File: src/rtl/ysyx_24110015_mem_arbiter.sv
// Round-robin arbiter that shares one memory port between the IFU and the LSU.
// Only one transaction is in flight; a stalled memory is cut off by a timeout error response.
module ysyx_24110015_mem_arbiter #(
    parameter int TIMEOUT = 255
) (
    input  logic        clk,
    input  logic        rst,

    input  logic        ifu_req_valid,
    output logic        ifu_req_ready,
    input  logic [31:0] ifu_addr,
    output logic        ifu_resp_valid,
    input  logic        ifu_resp_ready,
    output logic [31:0] ifu_resp_data,
    output logic        ifu_resp_err,

    input  logic        lsu_req_valid,
    output logic        lsu_req_ready,
    input  logic [31:0] lsu_addr,
    input  logic        lsu_wen,
    input  logic [31:0] lsu_wdata,
    input  logic [3:0]  lsu_wmask,
    output logic        lsu_resp_valid,
    input  logic        lsu_resp_ready,
    output logic [31:0] lsu_resp_data,
    output logic        lsu_resp_err,

    output logic        mem_req_valid,
    input  logic        mem_req_ready,
    output logic [31:0] mem_addr,
    output logic        mem_wen,
    output logic [31:0] mem_wdata,
    output logic [3:0]  mem_wmask,
    input  logic        mem_resp_valid,
    output logic        mem_resp_ready,
    input  logic [31:0] mem_resp_data
);

    localparam logic [1:0] S_IDLE = 2'd0;
    localparam logic [1:0] S_REQ  = 2'd1;
    localparam logic [1:0] S_WAIT = 2'd2;
    localparam logic [1:0] S_RESP = 2'd3;

    localparam logic OWN_IFU = 1'b0;
    localparam logic OWN_LSU = 1'b1;

    localparam int CNT_RAW = $clog2(TIMEOUT + 1);
    localparam int CNT_W   = (CNT_RAW < 8) ? 8 : CNT_RAW;
    // The counter starts at 0 in the first REQ cycle, so RESP lands TIMEOUT cycles later.
    localparam logic [CNT_W-1:0] CNT_LAST = CNT_W'(TIMEOUT - 1);

    logic [1:0]       state;
    logic [CNT_W-1:0] cnt;
    logic             last_grant;
    logic             owner;
    logic [31:0]      addr_q;
    logic             wen_q;
    logic [31:0]      wdata_q;
    logic [3:0]       wmask_q;
    logic [31:0]      rdata_q;
    logic             err_q;

    logic grant_ifu;
    logic grant_lsu;
    logic timed_out;
    logic owner_resp_ready;

    always_comb begin
        grant_lsu = (state == S_IDLE) && !rst && lsu_req_valid &&
                    (!ifu_req_valid || (last_grant == OWN_IFU));
        grant_ifu = (state == S_IDLE) && !rst && ifu_req_valid &&
                    (!lsu_req_valid || (last_grant == OWN_LSU));
        timed_out = (cnt >= CNT_LAST);
        owner_resp_ready = (owner == OWN_LSU) ? lsu_resp_ready : ifu_resp_ready;
    end

    assign ifu_req_ready  = grant_ifu;
    assign lsu_req_ready  = grant_lsu;

    assign mem_req_valid  = (state == S_REQ);
    assign mem_addr       = addr_q;
    assign mem_wen        = wen_q;
    assign mem_wdata      = wdata_q;
    assign mem_wmask      = wmask_q;
    assign mem_resp_ready = (state == S_WAIT);

    assign ifu_resp_valid = (state == S_RESP) && (owner == OWN_IFU);
    assign ifu_resp_data  = ifu_resp_valid ? rdata_q : 32'h0;
    assign ifu_resp_err   = ifu_resp_valid & err_q;
    assign lsu_resp_valid = (state == S_RESP) && (owner == OWN_LSU);
    assign lsu_resp_data  = lsu_resp_valid ? rdata_q : 32'h0;
    assign lsu_resp_err   = lsu_resp_valid & err_q;

    always_ff @(posedge clk) begin
        if (rst) begin
            state      <= S_IDLE;
            cnt        <= '0;
            last_grant <= OWN_IFU;
            owner      <= OWN_IFU;
            addr_q     <= 32'h0;
            wen_q      <= 1'b0;
            wdata_q    <= 32'h0;
            wmask_q    <= 4'h0;
            rdata_q    <= 32'h0;
            err_q      <= 1'b0;
        end else begin
            case (state)
                S_IDLE: begin
                    if (grant_lsu) begin
                        owner      <= OWN_LSU;
                        last_grant <= OWN_LSU;
                        addr_q     <= lsu_addr;
                        wen_q      <= lsu_wen;
                        wdata_q    <= lsu_wdata;
                        wmask_q    <= lsu_wmask;
                        cnt        <= '0;
                        state      <= S_REQ;
                    end else if (grant_ifu) begin
                        owner      <= OWN_IFU;
                        last_grant <= OWN_IFU;
                        addr_q     <= ifu_addr;
                        wen_q      <= 1'b0;
                        wdata_q    <= 32'h0;
                        wmask_q    <= 4'h0;
                        cnt        <= '0;
                        state      <= S_REQ;
                    end
                end
                S_REQ: begin
                    cnt <= cnt + CNT_W'(1);
                    if (mem_req_ready) begin
                        state <= S_WAIT;
                    end else if (timed_out) begin
                        rdata_q <= 32'h0;
                        err_q   <= 1'b1;
                        state   <= S_RESP;
                    end
                end
                S_WAIT: begin
                    cnt <= cnt + CNT_W'(1);
                    // A response in the timeout cycle still counts as a normal completion.
                    if (mem_resp_valid) begin
                        rdata_q <= mem_resp_data;
                        err_q   <= 1'b0;
                        state   <= S_RESP;
                    end else if (timed_out) begin
                        rdata_q <= 32'h0;
                        err_q   <= 1'b1;
                        state   <= S_RESP;
                    end
                end
                S_RESP: begin
                    if (owner_resp_ready) begin
                        state <= S_IDLE;
                    end
                end
                default: state <= S_IDLE;
            endcase
        end
    end

endmodule

File: config.mk
export PLATFORM = sky130hd
export DESIGN_NAME = ysyx_24110015_mem_arbiter
export DESIGN_NICKNAME = d
export VERILOG_FILES = /design/src/rtl/ysyx_24110015_mem_arbiter.sv
export SDC_FILE = /design/constraint.sdc
export NUM_CORES = 1
export LEC_CHECK = 0
export BUFFER_PORTS_ARGS = -buffer_cell sky130_fd_sc_hd__buf_2
export CAP_MARGIN = 20
export CORE_MARGIN = 5
export CORE_UTILIZATION = 40
export DETAILED_ROUTE_END_ITERATION = 16
export GPL_TIMING_DRIVEN = 0
export PLACE_DENSITY = 0.85
export SYNTH_ARGS = -nofsm -noshare
export SYNTH_HDL_FRONTEND = slang
export SYNTH_SLANG_ARGS = --single-unit
File: constraint.sdc
create_clock -name clk -period 2.3 [get_ports clk]
set_clock_uncertainty 0.2 [all_clocks]
set_input_delay 0.46 -clock clk [delete_from_list [all_inputs] [get_ports clk]]
set_output_delay 0.46 -clock clk [all_outputs]
set_load 0.05 [all_outputs]
==> impl_metrics.ini <==
[detailed_routing]
drt_iter0_markers = 561
drt-total-wl_mm = 18.5
wl_per_cell_um = 17.0
postRouteAntennaNets = 0
viasPerCell = 5.38
drtPass1Iterations = 5
vias = 5832
drc = 0

[hold_path]
hold_class = primary input to register
min_from = mem_resp_data[13]

[setup_path]
path_max_fanout = 7
cpLargestDelayFamily = buffers and inverters
path_cells = ha_4 -> nor2b_4 -> buf_6 -> clkbuf_16 -> and2_4 -> buf_8
r2r_start = state[1]
startpoint_type = register
path_class = register to output port
cp.arrival_ns = 1.72
cpMaxStageDelayCell = dfxtp_4
cp_num_buf_inv = 3
worstPathRequired_ns = 1.64
worstSetupStartpoint = state[0]
end_kind = output port
cpPeakStageDelay_ns = 0.38

[floorplanning]
core-area_mm2 = 0.0120
num_rows = 40
dieHeight_um = 121
dieArea_mm2 = 0.0146
start_util_pct = 40.8
die_x_um = 121
num_io_pins = 282

[timing]
finalMaxSlewViolations = 0
fin_crit_ns = 2.38
setup_tns_ns = -1.67
tightest_slew_ns = 0.603
setup_slack_ns = -0.0792
rsz0062_at_grt = yes
relSlewSlack_pct = 59.4
hold_viol = 0
clock.fmax_ghz = 0.420
finalSetupViolations = 29
finalCritPeriodShare_pct = 103

[clock_network]
clock_latency_ns = 0.40
clkTransAtPathRegs_ns = 0.05
ctsHoldBuffers = 0
root_buffer = clkbuf_16
cts_buffers = 17
clkSinkCount = 113
cts_tree = done
h-tree-depth = 4
cts_buffer_depth = 2

[grt]
grt_max_degree = 17
grt_usage_pct = 23.6
grt_pass1_wl_mm = 27.6
antenna_found_initial = 1
grt_pass1_vias = 5608
grt-ovfl-total = 0

[placed_design]
numPortBuffers = 280
placed_area_mm2 = 0.00650
hpwl_mm = 12.8
place_ws_ns = -0.320
gp_congestion = 0.893

[layout]
fin_nets = 1072
num-fill-cells = 943
fin_area_mm2 = 0.00784
fin_util_pct = 65.3
antenna_cells = 0
regArea_mm2 = 0.00227
multiInputGateArea_mm2 = 0.00251
area_delta_synth_final_pct = 59.9
drive_gt1_share_pct = 42.5

[synth]
post-synth-top-area-cell = dfxtp_1
syn_area_per_cell_um2 = 8.01
yosys_warnings = 0
yosysMostFrequentCell = nand2_1
synth_top_cell_area_share_pct = 46.1
synth_common_cells = nand2_1 (137), dfxtp_1 (113), nor2_1 (72)
synthFlopType = dfxtp_1
synthTopCellsByArea = dfxtp_1 (46%), nand2_1 (10%), a311oi_1 (5.9%)
ys_types = 39
synth_edf_count = 0
syn_area_mm2 = 0.00490
ys_ff_latch = 113
synth-async-reset-ratio_pct = 0
seq_area_frac_synth_pct = 46.1
synth_nets = 760
netlist_instances = 612

[flow_run]
maxCapViolCount = 0

[run_status]
status = finished, violations left
violations = negative setup slack

[power_and_ir_drop]
power.static_leakage_nw = 3.73
peakVddDrop_v = 0.000509
powerDensity_mw_per_mm2 = 796
-- per-stage QoR --
stage | hold slack (ns) | std cells | total power, W
after global placement | 0.249 | 1039 | 0.00345
after CTS | 0.0786 | 1077 | 0.00622
after detailed placement | 0.254 | 1039 | 0.00347
after global routing | 0.0890 | 1084 | 0.00647
final | 0.0962 | 1084 | 0.00624
after floorplan | 0.239 | 612 | 0.00308
-- tightest hold or removal path, cell delays in order --
cell and delay, ns:
buf_2 0.09, nand2_1 0.04, a21oi_1 0.05
-- metal layers --
metal	vias to the layer above	global-route usage (%)	part of all wire, %
li1	2746	-	-
met1	2727	27.6	39
met2	301	40.7	50
met3	56	7.06	7.7
met4	2	8.64	2.9
met5	-	0	0.038
-- flip-flops by register name, summed over array words and instances, names as in the netlist --
name / cells
mem_addr: 32
mem_wdata: 32
rdata_q: 32
cnt: 8
mem_wmask: 4
state: 2
err_q: 1
mem_wen: 1
owner: 1
-- path summary, 6_finish.rpt --
path,cells after the start,endpoint,slack [ns]
setup reg to reg,8,rdata_q[20],0.11
hold / removal,3,rdata_q[13],0.1
hold reg to reg,2,rdata_q[1],0.26
setup / recovery,6,ifu_resp_data[8],-0.08
-- cell type report --
| cell class | instances | area share (%) |
|---|---|---|
| Tap cell | 147 | 2.35 |
| Buffer | 49 | 3.32 |
| Inverter | 10 | 0.638 |
| Clock inverter | 11 | 2.06 |
| Clock buffer | 21 | 5.74 |
| Multi-Input combinational cell | 439 | 32.0 |
| Sequential cell | 113 | 29.0 |
| Timing Repair Buffer | 294 | 24.9 |
-- placed cells by master (no fill, tap or decap), drive strengths merged, types with 2 or more instances in the layout --
cell type    n
a21oi       44
a22oi       37
a311oi      33
and2        36
and3        34
buf        314
bufinv       4
clkbuf      50
clkinv       6
dfxtp      113
ha           7
inv         10
nand2      137
nand3        4
nor2        72
nor2b        4
nor3         2
o211ai       2
o21ai        3
o31ai        5
or2          2
or3          3
or4          5
-- power breakdown --
| part | internal [W] | leakage, nW | switching [W] |
|---|---|---|---|
| clock network | 0.00183 | 0.301 | 0.000881 |
| registers | 0.00209 | 0.923 | 0.0000806 |
| logic | 0.000424 | 2.51 | 0.000932 |
| total | 0.00435 | 3.73 | 0.00189 |
-- cell families after synthesis --
group	count (synthesis)	share of synthesized area (%)
and+or+nand+nor	300	28.1
AOI/OAI and AO/OA	130	18.6
DFF	113	46.1
buffers and inverters	61	5.21
adders and majority gates	7	1.79
muxes	1	0.204
-- repair_timing --
item / 4_1_cts / 5_1_grt
pin swaps: 14 / 3
cloned: 3 / 1
setup endpoints to repair: 70 / 89
gates resized for setup: 167 / 40
endpoints found under the hold margin: 0 / 0
buffers inserted: 4 / 7
(Power assumes the default switching activity.)
